`src/rtl/note_player.sv`:
```
// note_player: plays one note at a time as a fractional-N square wave.
// A note (frequency in centi-Hz, duration in ms) is taken over a valid/ready
// handshake, played for its duration, followed by a silent articulation gap,
// and completion is flagged with a one-cycle done pulse.
//
// Ports
//   clk         in   system clock
//   rst_n       in   synchronous reset, active low
//   note_freq   in   [31:0] tone frequency, centi-Hz
//   note_dur    in   [15:0] duration, ms
//   note_valid  in   upstream has a note
//   note_ready  out  block can accept a note (IDLE and no stop)
//   stop        in   synchronous abort
//   tone_out    out  square-wave output
//   busy        out  high while playing or in the gap
//   done        out  one-cycle pulse at note completion
module note_player #(
  parameter int unsigned CLK_HZ   = 50_000_000,
  parameter int unsigned GAP_MS   = 10,
  parameter int unsigned REST_MAX = 1
) (
  input  logic        clk,
  input  logic        rst_n,
  input  logic [31:0] note_freq,
  input  logic [15:0] note_dur,
  input  logic        note_valid,
  output logic        note_ready,
  input  logic        stop,
  output logic        tone_out,
  output logic        busy,
  output logic        done
);

  // Accumulator modulus: one half-period of a 1 centi-Hz tone is CLK_HZ*50
  // cycles, so adding freq (centi-Hz) each cycle and toggling on wrap gives
  // the requested frequency.
  localparam logic [32:0] K        = 33'(64'(CLK_HZ) * 64'd50);
  localparam logic [31:0] MS_CYC   = 32'(CLK_HZ / 1000);
  localparam logic [15:0] GAP_N    = 16'(GAP_MS);
  localparam logic [31:0] REST_LIM = 32'(REST_MAX);

  typedef enum logic [1:0] {IDLE, PLAY, GAP} state_e;

  state_e      state_q;
  logic [31:0] freq_q;
  logic [15:0] dur_q;
  logic [31:0] acc_q, acc_d;
  logic [31:0] pre_q;
  logic [15:0] ms_q;
  logic        tone_q, tone_d;
  logic        busy_q;
  logic        done_q;

  logic [32:0] sum;
  logic        ms_tick;
  logic        play_end;
  logic        gap_end;

  assign sum      = {1'b0, acc_q} + {1'b0, freq_q};
  assign ms_tick  = (pre_q == MS_CYC - 32'd1);
  assign play_end = ms_tick && (ms_q == dur_q - 16'd1);
  assign gap_end  = ms_tick && (ms_q == GAP_N - 16'd1);

  // Phase accumulator step for one PLAY cycle.
  always_comb begin
    acc_d  = acc_q;
    tone_d = tone_q;
    if (freq_q <= REST_LIM) begin
      // rest: phase frozen, output silent
      tone_d = 1'b0;
    end else if ({1'b0, freq_q} >= K) begin
      // above Nyquist of the accumulator: toggle every cycle
      acc_d  = '0;
      tone_d = ~tone_q;
    end else if (sum >= K) begin
      acc_d  = 32'(sum - K);
      tone_d = ~tone_q;
    end else begin
      acc_d  = sum[31:0];
    end
  end

  always_ff @(posedge clk) begin
    if (!rst_n) begin
      state_q <= IDLE;
      freq_q  <= '0;
      dur_q   <= '0;
      acc_q   <= '0;
      pre_q   <= '0;
      ms_q    <= '0;
      tone_q  <= 1'b0;
      busy_q  <= 1'b0;
      done_q  <= 1'b0;
    end else begin
      done_q <= 1'b0;
      if (stop) begin
        // abort wins over everything, including a pending accept
        state_q <= IDLE;
        acc_q   <= '0;
        pre_q   <= '0;
        ms_q    <= '0;
        tone_q  <= 1'b0;
        busy_q  <= 1'b0;
      end else begin
        case (state_q)
          IDLE: begin
            if (note_valid) begin
              freq_q <= note_freq;
              dur_q  <= note_dur;
              acc_q  <= '0;
              pre_q  <= '0;
              ms_q   <= '0;
              tone_q <= 1'b0;
              if (note_dur == 16'd0) begin
                done_q <= 1'b1;
              end else begin
                state_q <= PLAY;
                busy_q  <= 1'b1;
              end
            end
          end
          PLAY: begin
            acc_q  <= acc_d;
            tone_q <= tone_d;
            if (ms_tick) begin
              pre_q <= '0;
              ms_q  <= ms_q + 16'd1;
            end else begin
              pre_q <= pre_q + 32'd1;
            end
            if (play_end) begin
              ms_q   <= '0;
              acc_q  <= '0;
              tone_q <= 1'b0;
              if (GAP_MS == 0) begin
                state_q <= IDLE;
                busy_q  <= 1'b0;
                done_q  <= 1'b1;
              end else begin
                state_q <= GAP;
              end
            end
          end
          GAP: begin
            tone_q <= 1'b0;
            if (ms_tick) begin
              pre_q <= '0;
              ms_q  <= ms_q + 16'd1;
            end else begin
              pre_q <= pre_q + 32'd1;
            end
            if (gap_end) begin
              ms_q    <= '0;
              state_q <= IDLE;
              busy_q  <= 1'b0;
              done_q  <= 1'b1;
            end
          end
          default: begin
            state_q <= IDLE;
            busy_q  <= 1'b0;
            tone_q  <= 1'b0;
          end
        endcase
      end
    end
  end

  assign note_ready = (state_q == IDLE) & ~stop;
  assign tone_out   = tone_q;
  assign busy       = busy_q;
  assign done       = done_q;

endmodule
```
`config.mk`:
```
export PLATFORM = sky130hd
export DESIGN_NAME = note_player
export DESIGN_NICKNAME = d
export VERILOG_FILES = /design/src/rtl/note_player.sv
export SDC_FILE = /design/constraint.sdc
export NUM_CORES = 1
export LEC_CHECK = 0
export CELL_PAD_IN_SITES_DETAIL_PLACEMENT = 0
export CELL_PAD_IN_SITES_GLOBAL_PLACEMENT = 1
export CORE_UTILIZATION = 49
export CTS_CLUSTER_SIZE = 28
export DETAILED_ROUTE_END_ITERATION = 8
export GPL_ROUTABILITY_DRIVEN = 0
export PLACE_DENSITY = 0.9
export SYNTH_ARGS = -nofsm -noshare
export SYNTH_HDL_FRONTEND = slang
export SYNTH_SLANG_ARGS = --single-unit
```
`constraint.sdc`:
```
create_clock -name clk -period 10.4 [get_ports clk]
set_clock_uncertainty 0.2 [all_clocks]
set_input_delay 2.08 -clock clk [delete_from_list [all_inputs] [get_ports clk]]
set_output_delay 2.08 -clock clk [all_outputs]
set_load 0.02 [all_outputs]
```
Yosys cells after proc, flatten, opt, wreduce, memory -nomap -nowiden
Index checks and enable logic that the tools add are counted.
{"block": "op_classes", "eq_ne": 11, "mux": 32, "bitwise_logic": 5, "order_cmp": 3, "n_reduce_logical": 16, "n_addsub": 5}
{"cell": "$mux W32", "count": 6}
{"cell": "$pmux W32 S2", "count": 2}
{"cell": "$mux W16", "count": 4}
{"cell": "$pmux W16 S3", "count": 1}
{"cell": "$add A32 B32 Y33", "count": 1}
{"cell": "$ge A33 B32 Y1 const B", "count": 1}
{"cell": "$add A32 B1 Y32 const B", "count": 1}
{"cell": "$eq A32 B16 Y1 const B", "count": 1}
{"cell": "$ge A32 B32 Y1 const B", "count": 1}
{"cell": "$le A32 B1 Y1 const B", "count": 1}
{"cell": "$sub A32 B32 Y32 const B", "count": 1}
{"cell": "$add A16 B1 Y16 const B", "count": 1}
{"cell": "$eq A16 B16 Y1", "count": 1}
{"cell": "$eq A16 B4 Y1 const B", "count": 1}
{"cell": "$logic_not A16 Y1", "count": 1}
{"cell": "$sub A16 B1 Y16 const B", "count": 1}
{"cell": "$mux W1", "count": 11}
{"cell": "$mux W2", "count": 4}
{"cell": "$ne A2 B2 Y1 const B", "count": 4}
{"cell": "$reduce_and A4 Y1", "count": 2}
{"cell": "$pmux W2 S3", "count": 1}
{"cell": "$reduce_and A2 Y1", "count": 3}
{"cell": "$reduce_and A3 Y1", "count": 2}
{"cell": "$ne A5 B5 Y1 const B", "count": 1}
{"cell": "12 further kinds", "count": 19}
{"block": "word_totals", "output_inout_bits": 4, "register_bits": 133, "input_bits": 52}

Depth between registers and ports, before layout
Gate-level depths: netlist of the first run.
{"block": "depth", "word_depth": 7, "mapped_depth": 19, "mapped_depth_nobuf": 16}

Worst setup path after synthesis of the first run
OpenSTA, ideal clock, no wires.
{"block": "synth_timing", "path_type": "in2out", "from": "input port stop", "to": "output port note_ready", "path_slack_ns": 5.736, "n_path_buf": 0, "t_arrival_ns": 2.384, "path_stages": 1, "required_time_ns": 8.120, "cell_sequence": "nor2b_1"}
{"block": "synth_via", "elab_chain_cells": 2}
{"element": "start: declaration", "line": "28", "source": "input logic stop,"}
{"element": "$not A1 Y1 (no line)"}
{"element": "$and A1 B1 Y1", "line": "169", "source": "assign note_ready = (state_q == IDLE) & ~stop;"}
{"element": "end: declaration", "line": "27", "source": "output logic note_ready,"}
Every way passes these cells.

Worst setup path after layout of the first run
Same ends and word-level chain as after synthesis.

==> results of run 1 <==
[per-layer routing]
metal,GRT usage (%),up-vias,wire length [um]
met4,8.618,0,419
met5,0,-,0
met2,40.47,277,10860
li1,-,4510,-
met1,38.57,4204,12440
met3,4.547,40,1521
[metrics by stage]
step	area (um2)	total power, mW	util (%)	setup WS [ns]
global route	10500	1.310	56.34	4.741
detailed placement	9948	0.6915	53.36	4.757
floorplan	9320	0.6387	-	5.736
CTS	10500	1.268	56.34	4.750
finish	10500	1.261	56.34	4.741
global placement	9948	0.6898	53.36	4.746
[final timing paths]
check            start          to  slack, ns
max reg2reg  freq_q[0]   acc_q[22]       5.43
min reg2reg  acc_q[31]   acc_q[31]       0.26
min          acc_q[31]   acc_q[31]       0.26
max               stop  note_ready       4.74
[cells by family after synthesis]
| kind of cell | after synthesis | synth area share [%] |
|---|---|---|
| AO/OA/AOI/OAI | 301 | 23.06 |
| adder cells (fa/ha/maj) | 43 | 5.853 |
| AND/OR/NAND/NOR | 583 | 30.47 |
| flip-flops | 133 | 28.57 |
| XOR/XNOR | 71 | 6.672 |
| multiplexers | 17 | 1.839 |
| buffers and inverters | 72 | 3.531 |
[sequential cells by signal, indices dropped and copies added (netlist names)]
signal	flops
busy	1
ms_q	16
pre_q	32
acc_q	32
dur_q	16
tone_out	1
freq_q	32
done	1
state_q	2
[worst max-delay path: cells and delay by family]
kind	cells	cell delay, ns
buffers and inverters	2	1.14
and+or+nand+nor	1	0.16
[layout by cell type (no fill, tap or decap), types with 40 or more instances in the layout]
cell and n:
a21boi_0 53, a21oi_1 53, clkdlybuf4s50_1 55, dfxtp_1 133
ha_1 42, nand2_1 199, nand3_1 42, nor2_1 127
o21ai_0 43, xnor2_1 40
[cell type report]
type / count / area [um2] / share of cell area [%]
Tap cell: 234 / 292.8 / 2.787
Sequential cell: 133 / 2663 / 25.35
Inverter: 17 / 63.81 / 0.6075
Clock buffer: 18 / 429.2 / 4.086
Multi-Input combinational cell: 1015 / 6341 / 60.37
Timing Repair Buffer: 60 / 588.1 / 5.599
Clock inverter: 13 / 126.4 / 1.203
[power by group through the flow]
| stage | logic (mW) | clock network, mW | registers [mW] |
|---|---|---|---|
| after global routing | 0.167 | 0.610 | 0.533 |
| after CTS | 0.150 | 0.586 | 0.532 |
| final | 0.150 | 0.579 | 0.532 |
| after detailed placement | 0.149 | 0 | 0.543 |
| after floorplan | 0.100 | 0 | 0.538 |
| after global placement | 0.147 | 0 | 0.543 |
==> flow_summary.yaml, run 1 <==
global_routing:
  grt.overflow.total: 0
  grt_start_max_net_pins: 50
  grt_usage_pct: 26.80
  antenna_found_initial: 0
  grt_pass1_wl_mm: 42.17
  grt_pass1_vias: 8378
worst_setup_path:
  crit_path_end_kind: "primary output"
  arrival_ns: 3.38
  critical_path_class: "in -> out"
  crit_top_cell: "clkdlybuf4s50_1"
  path_cells: "clkdlybuf4s50_1 > nor2b_1 > clkdlybuf4s50_1"
  worstPathMaxFanout: 4
  reg2regPathDepth: 13
  cp_slowest_cell: "clkdlybuf4s50_1"
  cp-start-kind: "primary input"
  required_ns: 8.12
  max_stage_delay_ns: 0.61
timing:
  setup_viol: 0
  rsz0062_at_grt: "false"
  worst_pin_slew_ns: 1.076
  tns_ns: 0
  slew_violations: 0
  hold_viol: 0
  final.min_clock_period_ns: 5.659
  max_freq_ghz: 0.1767
  hold_slack_ns: 0.2588
  slew-limit-headroom_pct: 28.06
  layout_worst_path_cycle_share_pct: 54.41
synth:
  ys_seq_elements: 133
  yosysTopAreaCell: "dfxtp_1"
  yosys-top-cells-area: "dfxtp_1, nand2_1, ha_1, nor2_1, a21boi_0"
  syn_area_per_cell_um2: 7.639
  yosys_warnings: 0
  post-synth-top-count-cell: "nand2_1"
  yosys.area.top_type_share_pct: 28.57
  synth_cells: 1220
  synth_cell_types: 83
  async_flop_share_pct: 0
  synth_edf_count: 0
  ys_seq_area_share_pct: 28.57
  synthesis.area_um2: 9320
  synth-main-ff-cell: "dfxtp_1"
  synth_common_cells: "nand2_1, dfxtp_1, nor2_1"
  synth_nets: 1315
floorplanning:
  pin_count: 56
  core_um2: 18640
  rows: 50
  die_w_um: 139.9
  die_area_um2: 19580
  die_h_um: 139.9
  initial_core_util_pct: 49.99
final_layout:
  n_antenna_cell: 0
  num-nets-final: 1339
  layout-drive-gt1-share_pct: 5.573
  area_delta_synth_final_pct: 12.70
  fill_cells: 1817
  final_cells: 1490
power_and_ir_drop:
  power.density_nw_per_um2: 120.1
  p_int_mw: 0.9119
  clkPwrFrac_pct: 45.9
  p_sw_mw: 0.3494
  p_leak_nw: 3.824
  p_sw_share_pct: 27.70
  combinationalPowerShare_pct: 11.9
  ir_drop_v: 0.0001228
  seqPwrFrac_pct: 42.2
placement:
  numPortBuffers: 55
  dp_hpwl_mm: 18.89
  dp.cells: 1459
cts:
  post_cts_resized: 0
  cts_tree: "built"
  cts_max_level: 4
  post_cts_buffers: 0
  clkSlewWorstSetupHoldPaths_ns: 0.06
  clockBufferDepth: 2
  clock-root-buffer: "clkbuf_16"
  clkLatencyLatePin_ns: 0.44
  cts_buffers: 17
  cts.sinks: 133
  postCtsHoldBufs: 0
route:
  via_per_inst: 6.061
  drt-initial-drc-count: 751
  drcViolationCount: 0
  drt_first_pass_iters: 5
  wl_per_cell_um: 16.94
  vias: 9031
  final_antenna_net_count: 0
  drt-total-wl_mm: 25.24
job:
  drv_cap: 0
hold_path:
  hold-path-cell-count: 2
  holdCritPathClass: "reg -> reg"
run_status:
  status: "finished clean"
No activity file was read; power rests on OpenSTA's default activity.
==> run 2: changes to the inputs <==
--- a/config.mk
+++ b/config.mk
@@ -7,11 +7,11 @@
 export LEC_CHECK = 0
 export CELL_PAD_IN_SITES_DETAIL_PLACEMENT = 0
 export CELL_PAD_IN_SITES_GLOBAL_PLACEMENT = 1
-export CORE_UTILIZATION = 49
+export CORE_UTILIZATION = 41
 export CTS_CLUSTER_SIZE = 28
 export DETAILED_ROUTE_END_ITERATION = 8
 export GPL_ROUTABILITY_DRIVEN = 0
-export PLACE_DENSITY = 0.9
+export PLACE_DENSITY = 0.81
 export SYNTH_ARGS = -nofsm -noshare
 export SYNTH_HDL_FRONTEND = slang
 export SYNTH_SLANG_ARGS = --single-unit
==> constraint.sdc (replaced) <==
create_clock -name clk -period 4.96 [get_ports clk]
set_clock_uncertainty 0.2 [all_clocks]
set_input_delay 0.992 -clock clk [delete_from_list [all_inputs] [get_ports clk]]
set_output_delay 0.992 -clock clk [all_outputs]
set_load 0.02 [all_outputs]
==> run 2 against run 1 <==
The flow now finishes with violations (design-rule violations). Via count rose by 0.32%. Combinational power rose by 120%. Largest cell class unchanged. Non-clock buffer count rose by 13. Sequential share of layout area fell by 0.62 points.
==> flow_summary.yaml, run 2 (synthesized netlist as in run 1, its figures left out) <==
final_layout:
  final_cells: 1550
  fin_util_pct: 48.89
  multi_input_area_um2: 6341
  final_common_cell: "nand2_1"
  layout-drive-gt1-share_pct: 6.693
  num-nets-final: 1352
  area_delta_synth_final_pct: 15.55
  regArea_um2: 2663
  n_antenna_cell: 0
  layout_common_cells: "nand2_1, dfxtp_1, nor2_1"
  reg_top3: "acc_q x32, freq_q x32, pre_q x32"
  fill_cells: 2166
power_and_ir_drop:
  power.density_nw_per_um2: 266.5
  clkPwrFrac_pct: 49.8
  p_leak_nw: 3.945
  seqPwrFrac_pct: 38.8
  ir_drop_v: 0.0001593
  p_int_mw: 2.099
  combinationalPowerShare_pct: 11.4
  p_sw_mw: 0.7714
  p_total_mw: 2.870
  p_sw_share_pct: 26.88
worst_setup_path:
  cp-start-kind: "register"
  r2r_end: "acc_q[22]"
  arrival_ns: 4.72
  rr_startpoint: "freq_q[7]"
  critical_path_class: "reg -> reg"
  reg2reg_slack_ns: 0.36
  required_ns: 5.08
  reg2regPathDepth: 13
  crit_path_end_kind: "register"
  worstPathMaxFanout: 16
floorplanning:
  initial_core_util_pct: 42.31
  die_w_um: 152.8
  core_um2: 22030
  die_h_um: 152.8
  rows: 54
  die_area_um2: 23340
  pin_count: 56
route:
  wl_per_cell_um: 17.41
  drcViolationCount: 7
  drt-initial-drc-count: 789
  via_per_inst: 5.845
  drt_first_pass_iters: 7
  vias: 9060
  drt-total-wl_mm: 26.98
  final_antenna_net_count: 0
global_routing:
  grt_usage_pct: 23.26
  antenna_found_initial: 0
  grt.overflow.total: 0
  grt_pass1_wl_mm: 43.56
  grt_start_max_net_pins: 49
  grt_pass1_vias: 8352
cts:
  clock-root-buffer: "clkbuf_16"
  cts_tree: "built"
  cts_max_level: 4
  post_cts_resized: 0
  cts.sinks: 133
  post_cts_buffers: 0
  clkLatencyLatePin_ns: 0.44
  clockBufferDepth: 2
  postCtsHoldBufs: 0
  cts_buffers: 17
  clkSlewWorstSetupHoldPaths_ns: 0.07
timing:
  rsz0062_at_grt: "false"
  layout_worst_path_cycle_share_pct: 92.81
  tns_ns: 0
  hold_slack_ns: 0.2637
  setup_viol: 0
  max_freq_ghz: 0.2172
  worst_pin_slew_ns: 1.070
  final.min_clock_period_ns: 4.603
  hold_viol: 0
  slew-limit-headroom_pct: 28.50
  slew_violations: 0
run_status:
  status: "finished, violations left"
  violations: "design-rule violations"
placement:
  dp.cells: 1518
  numPortBuffers: 55
  dp_hpwl_mm: 20.26
hold_path:
  hold-path-cell-count: 2
  min_from: "acc_q[28]"
  holdCritPathClass: "reg -> reg"
  hold_path_end: "acc_q[28]"
job:
  drv_cap: 0
==> run 2: cell count changes in the layout (fill, tap and decap cells not counted), sizes merged <==
cell      change
bufinv        +3
clkinv        -4
inv           +4
clkinvlp      -2
buf          +13
==> run 2: critical path: stages, from the launching register on <==
cell,delay [ns]
dfxtp_1,0.35
ha_1,0.43
a21oi_1,0.16
o211ai_1,0.20
o211ai_1,0.18
a21oi_1,0.68
mux2i_1,0.26
or2_2,0.36
o31a_1,0.38
o211ai_2,0.34
a21oi_4,0.12
buf_12,0.18
or4_1,0.39
a32o_1,0.25
==> run 2: layout make-up <==
class                   count  area share (%)
clock buffers              18           4.078
multi-input cells        1015           58.88
repair buffers             73           6.483
inverters                  17          0.5925
flip-flops and latches    133           24.72
clock inverters            14           1.987
well taps                 280           3.253
==> run 2: per-stage QoR <==
stage / worst slack [ns] / instance area (um2)
finish: 0.3566 / 10770
global route: 0.1196 / 10770
CTS: 0.3871 / 10770
detailed placement: 0.4154 / 10120
global placement: 0.4532 / 10120
floorplan: 0.9354 / 9320
==> run 2: power by group through the flow <==
stage,Combinational [mW],Clock [mW],Sequential [mW]
6_report,0.327,1.43,1.11
5_1_grt,0.361,1.51,1.12
4_1_cts,0.326,1.45,1.11
3_5_place_dp,0.324,0,1.14
3_3_place_gp,0.321,0,1.14
2_1_floorplan,0.211,0,1.13
==> run 2: how the worst max path moves through the flow <==
| stage | from | to | slack [ns] | cells past startpoint |
|---|---|---|---|---|
| after global routing | freq_q[7] | acc_q[22] | 0.12 | 13 |
| after CTS | freq_q[7] | acc_q[22] | 0.39 | 13 |
| final | freq_q[7] | acc_q[22] | 0.36 | 13 |
| after global placement | freq_q[0] | acc_q[22] | 0.45 | 14 |
| after detailed placement | freq_q[7] | acc_q[22] | 0.42 | 13 |
| after floorplan | freq_q[0] | acc_q[22] | 0.94 | 13 |
==> run 2: metal layers <==
metal / up-vias / wire (um) / part of all wire [%] / GRT usage [%]
met2: 247 / 11270 / 42 / 34.99
met4: 0 / 289 / 1.1 / 6.013
met1: 4257 / 13770 / 51 / 34.49
met5: - / 0 / 0 / 0
li1: 4530 / - / - / -
met3: 26 / 1654 / 6.1 / 3.185
